$ cat src/rtl/pc_fetch_queue.sv
// Fetch front end: owns the fetch PC, issues one ibus request at a time and
// buffers returned instructions (or a misaligned-PC exception) for decode.
module pc_fetch_queue #(
  parameter logic [63:0] RESET_PC = 64'h8000_0000,
  parameter int unsigned DEPTH    = 4,
  parameter logic [63:0] STEP     = 64'd4
) (
  input  logic        clk,
  input  logic        reset,
  input  logic        redirect_valid,
  input  logic [63:0] redirect_pc,
  output logic        ireq_valid,
  output logic [63:0] ireq_addr,
  input  logic        iresp_addr_ok,
  input  logic        iresp_data_ok,
  input  logic [31:0] iresp_data,
  output logic        out_valid,
  input  logic        out_ready,
  output logic [63:0] out_pc,
  output logic [31:0] out_instr,
  output logic        out_except,
  output logic [4:0]  out_ecode
);

  localparam int unsigned PTR_W = (DEPTH > 1) ? $clog2(DEPTH) : 1;
  localparam int unsigned CNT_W = $clog2(DEPTH + 1);
  localparam logic [CNT_W-1:0] FULL_COUNT     = CNT_W'(DEPTH);
  localparam logic [4:0]       ECODE_MISALIGN = 5'd0;

  typedef enum logic [1:0] {
    IDLE = 2'd0,  // may issue
    WAIT = 2'd1,  // address accepted, data pending
    DROP = 2'd2,  // in-flight data belongs to a flushed stream
    HALT = 2'd3   // misaligned PC reported, wait for redirect
  } state_e;

  typedef struct packed {
    logic [63:0] pc;
    logic [31:0] instr;
    logic        except;
    logic [4:0]  ecode;
  } entry_t;

  state_e           state_q, state_d;
  logic [63:0]      pc_q, pc_d;
  logic [63:0]      inflight_pc_q, inflight_pc_d;
  logic [PTR_W-1:0] head_q, head_d;
  logic [PTR_W-1:0] tail_q, tail_d;
  logic [CNT_W-1:0] count_q, count_d;
  entry_t           mem_q [DEPTH];

  logic   has_space;
  logic   pc_aligned;
  logic   misalign_fire;
  logic   accept;
  logic   push;
  logic   pop;
  entry_t push_entry;
  entry_t head_entry;

  assign has_space  = (count_q < FULL_COUNT);
  assign pc_aligned = (pc_q[1:0] == 2'b00);
  assign accept     = ireq_valid && iresp_addr_ok;

  // ---------------------------------------------------------------------------
  // FSM: state register
  // ---------------------------------------------------------------------------
  // NOTE: sequential state uses non-blocking assignments so every flop samples
  // the pre-edge values of its peers regardless of process ordering.
  always_ff @(posedge clk) begin
    if (reset) begin
      state_q <= IDLE;
    end else begin
      state_q <= state_d;
    end
  end

  // ---------------------------------------------------------------------------
  // FSM: next state
  // ---------------------------------------------------------------------------
  // NOTE: every combinational output gets a default first, so no path through
  // the case leaves it unassigned and no latch is inferred.
  always_comb begin
    state_d = state_q;
    if (redirect_valid) begin
      unique case (state_q)
        IDLE:    state_d = (accept && !iresp_data_ok) ? DROP : IDLE;
        WAIT:    state_d = iresp_data_ok ? IDLE : DROP;
        DROP:    state_d = iresp_data_ok ? IDLE : DROP;
        HALT:    state_d = IDLE;
        default: state_d = IDLE;
      endcase
    end else begin
      unique case (state_q)
        IDLE: begin
          if (accept) begin
            state_d = iresp_data_ok ? IDLE : WAIT;
          end else if (misalign_fire) begin
            state_d = HALT;
          end
        end
        WAIT:    state_d = iresp_data_ok ? IDLE : WAIT;
        DROP:    state_d = iresp_data_ok ? IDLE : DROP;
        HALT:    state_d = HALT;
        default: state_d = IDLE;
      endcase
    end
  end

  // ---------------------------------------------------------------------------
  // FSM: outputs (registered state only, no path from iresp_*)
  // ---------------------------------------------------------------------------
  always_comb begin
    ireq_valid    = 1'b0;
    misalign_fire = 1'b0;
    if (state_q == IDLE && has_space) begin
      ireq_valid    = pc_aligned;
      misalign_fire = !pc_aligned;
    end
  end

  assign ireq_addr = pc_q;

  // ---------------------------------------------------------------------------
  // Queue push/pop and PC datapath
  // ---------------------------------------------------------------------------
  always_comb begin
    push          = 1'b0;
    push_entry    = '0;
    pc_d          = pc_q;
    inflight_pc_d = inflight_pc_q;

    if (redirect_valid) begin
      pc_d = redirect_pc;
    end else begin
      if (accept) begin
        inflight_pc_d = pc_q;
        pc_d          = pc_q + STEP;
      end

      if (accept && iresp_data_ok) begin
        push       = 1'b1;
        push_entry = '{pc: pc_q, instr: iresp_data, except: 1'b0, ecode: 5'd0};
      end else if (state_q == WAIT && iresp_data_ok) begin
        push       = 1'b1;
        push_entry = '{pc: inflight_pc_q, instr: iresp_data, except: 1'b0, ecode: 5'd0};
      end else if (misalign_fire) begin
        push       = 1'b1;
        push_entry = '{pc: pc_q, instr: 32'd0, except: 1'b1, ecode: ECODE_MISALIGN};
      end
    end
  end

  assign pop = out_valid && out_ready && !redirect_valid;

  always_comb begin
    head_d  = head_q;
    tail_d  = tail_q;
    count_d = count_q;
    if (redirect_valid) begin
      head_d  = '0;
      tail_d  = '0;
      count_d = '0;
    end else begin
      // Pointers are exactly log2(DEPTH) wide, so increment wraps for free.
      if (push) tail_d = tail_q + 1'b1;
      if (pop)  head_d = head_q + 1'b1;
      unique case ({push, pop})
        2'b10:   count_d = count_q + 1'b1;
        2'b01:   count_d = count_q - 1'b1;
        default: count_d = count_q;
      endcase
    end
  end

  always_ff @(posedge clk) begin
    if (reset) begin
      pc_q          <= RESET_PC;
      inflight_pc_q <= '0;
      head_q        <= '0;
      tail_q        <= '0;
      count_q       <= '0;
    end else begin
      pc_q          <= pc_d;
      inflight_pc_q <= inflight_pc_d;
      head_q        <= head_d;
      tail_q        <= tail_d;
      count_q       <= count_d;
    end
  end

  // NOTE: storage is not reset; out_* are masked by out_valid, so stale
  // entries are never observable and the array can map to plain RAM/flops.
  always_ff @(posedge clk) begin
    if (push) begin
      mem_q[tail_q] <= push_entry;
    end
  end

  // ---------------------------------------------------------------------------
  // Decode-facing head of queue
  // ---------------------------------------------------------------------------
  assign head_entry = mem_q[head_q];
  assign out_valid  = (count_q != '0);
  assign out_pc     = out_valid ? head_entry.pc     : 64'd0;
  assign out_instr  = out_valid ? head_entry.instr  : 32'd0;
  assign out_except = out_valid ? head_entry.except : 1'b0;
  assign out_ecode  = out_valid ? head_entry.ecode  : 5'd0;

endmodule

$ cat config.mk
export PLATFORM = sky130hd
export DESIGN_NAME = pc_fetch_queue
export DESIGN_NICKNAME = d
export VERILOG_FILES = /design/src/rtl/pc_fetch_queue.sv
export SDC_FILE = /design/constraint.sdc
export NUM_CORES = 1
export LEC_CHECK = 0
export BUFFER_PORTS_ARGS = -buffer_cell sky130_fd_sc_hd__clkbuf_2
export CAP_MARGIN = 20
export CORE_MARGIN = 2
export CORE_UTILIZATION = 40
export DETAILED_ROUTE_END_ITERATION = 7
export PLACE_DENSITY_LB_ADDON = 0.08
export SYNTH_ARGS = -nofsm -noshare
export SYNTH_HDL_FRONTEND = slang
export SYNTH_SLANG_ARGS = --single-unit
$ cat constraint.sdc
create_clock -name clk -period 6 [get_ports clk]
set_clock_uncertainty 0.15 [all_clocks]
set_input_delay 0.3 -clock clk [delete_from_list [all_inputs] [get_ports clk]]
set_output_delay 0.3 -clock clk [all_outputs]
set_load 0.02 [all_outputs]
# == Yosys cells after proc, flatten, opt, wreduce, memory -nomap -nowiden ==
# Memories as Yosys holds them, arrays and structs flattened. A register that Yosys moved wholly into a read port is not among the register bits.
# Cells that the tools add are included.
# word_totals
wordCells,67
regBits,137
out_inout_bits,168
mem_count,1
input_bits,102
mem_bits_rw,408
# classes
n_addsub,5
order_cmp,1
n_eq_ne,6
n_reduce_logical,18
muxes,29
n_bitwise,1
# mem_list
name,words,width,rd,rd_clocked_by_memory_dff,wr,line_no,rtl
mem_q,4,102,1,1,1,50,entry_t mem_q [DEPTH];
# ops
operator,count
$mux W102,4
$mux W64,3
$add A64 B3 Y64 const B,1
$mux W32,1
$mux W2,7
$mux W1,10
$pmux W2 S4,1
$logic_and A1 B1 Y1,7
$eq A2 B2 Y1 const B,3
$pmux W2 S3,1
$pmux W3 S2,1
$mux W5,1
$add A2 B1 Y2 const B,2
$eq A2 B1 Y1 const B,2
$logic_not A2 Y1,2
$ne A4 B4 Y1 const B,1
$reduce_bool A2 Y1,2
$reduce_or A2 Y1,2
$add A3 B1 Y3 const B,1
$logic_not A1 Y1,3
$lt A3 B3 Y1 const B,1
$reduce_bool A3 Y1,1
$sub A3 B1 Y3 const B,1
$reduce_and A2 Y1,1
$not A1 Y1,1

# == Longest topological paths before layout ==
# Gate-level depths: netlist of the first run.
# depth
depth_word,9
depth_mapped,15
mapped_depth_nobuf,14

# == Worst setup path before layout of the first run ==
# OpenSTA, ideal clock, no wires.
# synth_timing
path_type,register to register
from,register state_q[0]
to,"memory mem_q[0][100] (netlist name), enable pin"
required_ps,5383
stages_incl_launch_ff,9
setup_time_ps,467
path_buffers,1
arrival_time_ps,4230
path_slack_ps,1153
period_less_slack_ps,4847
cell_sequence,dfxtp_1 inv_1 ha_1 or4b_1 inv_1 buf_2 a21oi_1 o21ai_1 and3_1
# synth_between
elab_chain_len,9
word_cells_on_any_way,14
cone_classes,eq/ne (1); mux (8); reduce/logical (5)
# synth_rtl
element,line_no,rtl
from (decl),44,"state_e state_q, state_d;"
from (signal assigned),74,state_q <= state_d;
$logic_not A2 Y1,116,if (state_q == IDLE && has_space) begin
$logic_and A1 B1 Y1,116,
$mux W1,116,
named net ireq_valid,12,"output logic ireq_valid,"
$logic_and A1 B1 Y1,63,assign accept = ireq_valid && iresp_addr_ok;
$logic_and A1 B1 Y1,141,if (accept && iresp_data_ok) begin
$mux W1,141,
$mux W1,133,if (redirect_valid) begin
$mux W1,195,if (push) begin
$mux W1 (implied by the code),196,mem_q[tail_q] <= push_entry;
to (decl),50,
# The timed path passes the listed nets, and every way through them passes these cells.

==> metrics.cfg, run 1 <==
[status]
outcome=finished clean

[synth]
ys_seq_area_frac=0.642
yosys.area.top_type=edfxtp_1
synth_cell_type_count=65
yosysMostFrequentCell=edfxtp_1
synth_edf_count=388
async_reset_ff_frac=0
syn-cell-area_sq_um=22500
avgSynthCellArea_sq_um=13.4
synth_common_cells=edfxtp_1 (388), nand2_1 (173), dfxtp_1 (139)
synth_top_area_share=0.518
netlist_top_cells_area=edfxtp_1 (52%), dfxtp_1 (12%), mux4_2 (9.7%), and2_1 (3.8%), nand2_1 (2.9%)
ys.flop_type=edfxtp_1
syn_inst=1681
ys_ff_latch=527
yosys_warnings=0

[setup_path]
worstPathRequired_ps=6260
r2r_cells=9
crit_fanout=25
critical_path_class=reg -> reg
r2r-end=mem_q[2][86]
reg2reg_setup_slack_ps=1530
crit_path_end_kind=flop
startpoint_type=flop
r2r-start=state_q[1]
critPathArrivalTime_ps=4730

[routing]
wirelength_mm=65.1
via_per_inst=5.44
ant_nets=0
dr.first_iter.drc_count=937
firstDrtPassIters=5
via_count=15200
routedWlPerCell_um=23.3
route.detailed.drc=0

[clocking]
cts_tree=built
cts_max_level=2
cts_root_buf=clkbuf_16
clock_latency_ps=630
cts.path.max_buffers=3
cts_sinks=527
clk_pin_slew_ps=60
cts_buffers=56

[timing]
hold_violations=0
clock.fmax_mhz=224
setup_viol=0
setup_tns_ps=0
final.min_clock_period_ps=4470
fin_crit_sh=0.745
setup_slack_ps=1530
slew_violations=0
worst_pin_slew_ps=1150
grt_setup_unrepaired=false
maxSlewHeadroom=0.227

[global_routing]
grt_max_degree=100
overflow=0
grt_pass1_vias=15200
grt_pass1_wl_mm=96.4
grt_use_total=0.223
grt_antenna_before_repair=4

[floorplanning]
die_w_um=241
core_area_sq_um=55300
die_height_um=241
initial_core_util=0.406
rows=86
io_pins=270
dieArea_sq_um=58100

[power]
p_per_area_nw_per_um2=309
p_leak_nw=9.62
ir_drop_mv=0.221

[worst_hold_path]
hold_depth=4
whs_endpoint=ireq_addr[60]
hp-class=in -> reg
hp-start=redirect_pc[60]

[layout]
final_net_count=2116
layout-drive-gt1-share=0.240
synthToLayoutAreaGrowth_pct=21.8

[run]
max-cap-violations=0

[placed_design]
preCtsSetupSlack_ps=1560
port_buffers=264
dp_hpwl_mm=39.7
routabilityCongestion=0.780

cell type report:
type	instances	area [sq um]
fillers	4939	27900
clock buffers	81	1570
repair buffers	389	2580
well taps	748	936
flip-flops and latches	527	14400
diodes	1	2.50
multi-input cells	1009	7530
inverters	19	72.6
clock inverters	23	239
placed cells by master (no fill, tap or decap), types with 17 or more instances in the layout:
master and count:
edfxtp_1 388, clkbuf_2 262, nand2_1 173, dfxtp_1 137, and2_1 136, nor2_1 131
dlygate4sd3_1 98, mux4_2 97, a21oi_1 76, a22oi_1 64, clkbuf_16 57, nand4_1 40
a211oi_1 34, nand3_1 27, nor4_1 24, xnor2_1 22, buf_4 22, clkbuf_1 19
inv_1 18, nor3_1 18, xor2_1 17
report_power, final:
group          internal, mW  total [mW]  switching [mW]  leakage [nW]
clock                  1.99        3.41            1.42         0.885
combinational         0.314       0.874           0.561          3.83
sequential             4.06        4.18           0.115          4.91
total                  6.36        8.46            2.10          9.62
routing by layer:
metal / up-vias / global-route usage / wire [um]
met2: 467 / 0.375 / 32100
met3: 92 / 0.0406 / 3820
li1: 6983 / - / -
met1: 7670 / 0.295 / 27700
met4: 4 / 0.0649 / 1420
met5: - / 0 / 33
worst max path at each step:
stage	start	endpoint	slack [ps]	cells after the start
6_report	state_q[1]	mem_q[2][86]	1530	9
5_1_grt	state_q[1]	mem_q[0][80]	1210	9
4_1_cts	state_q[1]	mem_q[1][71]	1540	9
3_5_place_dp	state_q[1]	mem_q[3][71]	1560	9
3_3_place_gp	state_q[1]	mem_q[0][79]	1800	9
2_1_floorplan	state_q[0]	mem_q[0][100]	1150	8
stage by stage:
step           power (mW)  utilization  hold WS (ps)  cell area [sq um]  std cells
2_1_floorplan        4.73            -           287              22500       1685
3_3_place_gp         5.07        0.444           292              24600       2592
3_5_place_dp         5.09        0.444           297              24600       2593
4_1_cts              8.54        0.495          19.3              27400       2795
5_1_grt              8.76        0.495          73.4              27400       2796
6_report             8.46        0.495          22.2              27400       2797
sequential cells by signal (all words and copies together) (netlist names), named ones only:
name,cells
inflight_pc_q,64
count_q,3
state_q,2
mem_q,388
ireq_addr,64
tail_q,2
head_q,2
logic make-up (layout without fill, tap and decap cells):
group           after synthesis  in the layout  synth area share
buf+inv                     149            512            0.0263
mux                         108            108             0.102
other cells                   1              6          0.000167
compound gates              225            225            0.0665
fa+ha+maj                    12             12           0.00701
xor+xnor                     39             39            0.0152
simple gates                620            620             0.141
flops                       527            527             0.642
critical path: stages (launching register included):
cell	delay [ps]
dfxtp_1	340
inv_1	120
ha_1	200
or4b_1	540
inv_1	520
nand2_1	660
o22ai_4	850
buf_4	460
a22oi_1	120
nor2_1	250
repair_timing:
item | in CTS | in global routing
buffers inserted | 0 | 0
endpoints found under the hold margin | 204 | 0
hold buffers | 98 | 0
resized for setup | 0 | 0
Power figures use the tool's default switching activity.
==> run 2, diff against run 1 <==
==> constraint.sdc (replaced) <==
create_clock -name clk -period 4.5 [get_ports clk]
set_clock_uncertainty 0.15 [all_clocks]
set_input_delay 0.225 -clock clk [delete_from_list [all_inputs] [get_ports clk]]
set_output_delay 0.225 -clock clk [all_outputs]
set_load 0.02 [all_outputs]
==> run 2 against run 1 <==
Routed wire length shrank 3.3%. Clock-buffer cell count shrank 9. Sequential share of layout area shrank 0.12 points. Register-to-register slack lost 530 ps. Largest cell class unchanged.
==> metrics.cfg, run 2 (same netlist as run 1, synthesis figures left out) <==
[setup_path]
worstPathRequired_ps=4640
crit_path_end_kind=flop
reg2reg_setup_slack_ps=1000
critical_path_class=reg -> reg
r2r_cells=8
r2r-end=mem_q[3][25]
crit_fanout=35
critPathArrivalTime_ps=3650
r2r-start=state_q[0]
startpoint_type=flop

[global_routing]
grt_max_degree=89
grt_use_total=0.218
grt_pass1_vias=14900
grt_pass1_wl_mm=94.4
overflow=0
grt_antenna_before_repair=1

[routing]
via_count=15000
dr.first_iter.drc_count=1078
firstDrtPassIters=6
wirelength_mm=62.9
via_per_inst=5.34
routedWlPerCell_um=22.5
ant_nets=0
route.detailed.drc=0

[status]
outcome=finished clean

[clocking]
cts_root_buf=clkbuf_16
cts_resized=0
clk_pin_slew_ps=60
cts.path.max_buffers=3
cts_max_level=2
cts_tree=built
cts_buffers=57
clock_latency_ps=620
cts_sinks=527

[timing]
final.min_clock_period_ps=3500
hold_violations=0
slew_violations=0
maxSlewHeadroom=0.306
setup_tns_ps=0
clock.fmax_mhz=285
grt_setup_unrepaired=false
worst_pin_slew_ps=1030
setup_viol=0
fin_crit_sh=0.778

[layout]
largest_reg_flops=388
regMostFlops=mem_q
fin_util=0.496
final_net_count=2121
synthToLayoutAreaGrowth_pct=22.1
final_common_cell=edfxtp_1
final_cell_mix=edfxtp_1 (388), clkbuf_2 (262), nand2_1 (173), dfxtp_1 (137), and2_1 (136)
layout-drive-gt1-share=0.243
nFillCells=4981

[worst_hold_path]
hold_depth=2
whs_endpoint=inflight_pc_q[57]
hp-start=reset
hp-class=in -> reg

[power]
p_leak_nw=9.65
ir_drop_mv=0.290
p_per_area_nw_per_um2=411

[placed_design]
port_buffers=264
dp_hpwl_mm=40.1
routabilityCongestion=0.747

[run]
max-cap-violations=0

[floorplanning]
die_w_um=241
io_pins=270
dieArea_sq_um=58100
rows=86
core_area_sq_um=55300
die_height_um=241
initial_core_util=0.406

run 2: cell types whose count changed in the layout (fill, tap and decap cells not counted), sizes merged, moves of 2 or more:
cell,previous run,this run
clkinvlp,0,2
buf,29,34
clkinv,18,25
clkbuf,343,334
run 2: worst max path at each step:
| stage | startpoint | to | slack (ps) | cells past startpoint |
|---|---|---|---|---|
| CTS | state_q[0] | mem_q[3][25] | 930 | 8 |
| global route | state_q[1] | mem_q[3][25] | 770 | 8 |
| floorplan | state_q[0] | mem_q[0][100] | 740 | 8 |
| finish | state_q[0] | mem_q[3][25] | 1000 | 8 |
| detailed placement | state_q[0] | mem_q[3][25] | 950 | 8 |
| global placement | state_q[0] | mem_q[2][32] | 1060 | 8 |
run 2: cell type report:
type	count	area [sq um]	share of cell area
diodes	1	2.50	0.0000912
clock buffers	72	1500	0.0548
clock inverters	34	298	0.0109
inverters	19	72.6	0.00265
multi-input cells	1009	7530	0.275
flip-flops and latches	527	14400	0.526
well taps	748	936	0.0341
repair buffers	393	2650	0.0966
run 2: timing repair:
item,in CTS,in global routing
setup endpoints to repair,0,0
buffers inserted,0,0
hold endpoints to repair,196,0
hold buffers,97,0
run 2: worst max-delay path: stages (launching register included):
cell	delay [ps]
dfxtp_1	340
inv_1	110
ha_1	190
or4b_1	550
inv_1	240
a21oi_1	100
o21ai_1	410
and3_4	710
buf_4	360
run 2: power by group:
group / switching (mW) / total (mW) / internal [mW]
registers: 0.143 / 5.56 / 5.41
logic: 0.737 / 1.16 / 0.426
clock network: 1.91 / 4.55 / 2.65
run 2: per-stage QoR:
step	hold slack (ps)	std cells	power (mW)	worst slack [ps]	instance area, sq um
after floorplan	213	1685	6.30	743	22500
after CTS	22.3	2802	11.4	934	27400
final	50.0	2803	11.3	997	27400
after global placement	292	2599	6.76	1060	24700
after detailed placement	297	2599	6.78	952	24700
after global routing	61.4	2802	11.7	767	27400
run 2: metal layers:
| layer | up-vias | global-route usage | part of all wire |
|---|---|---|---|
| met5 | - | 0 | 0.00019 |
| li1 | 6996 | - | - |
| met4 | 2 | 0.0615 | 0.024 |
| met2 | 402 | 0.358 | 0.48 |
| met3 | 92 | 0.0397 | 0.064 |
| met1 | 7471 | 0.297 | 0.43 |
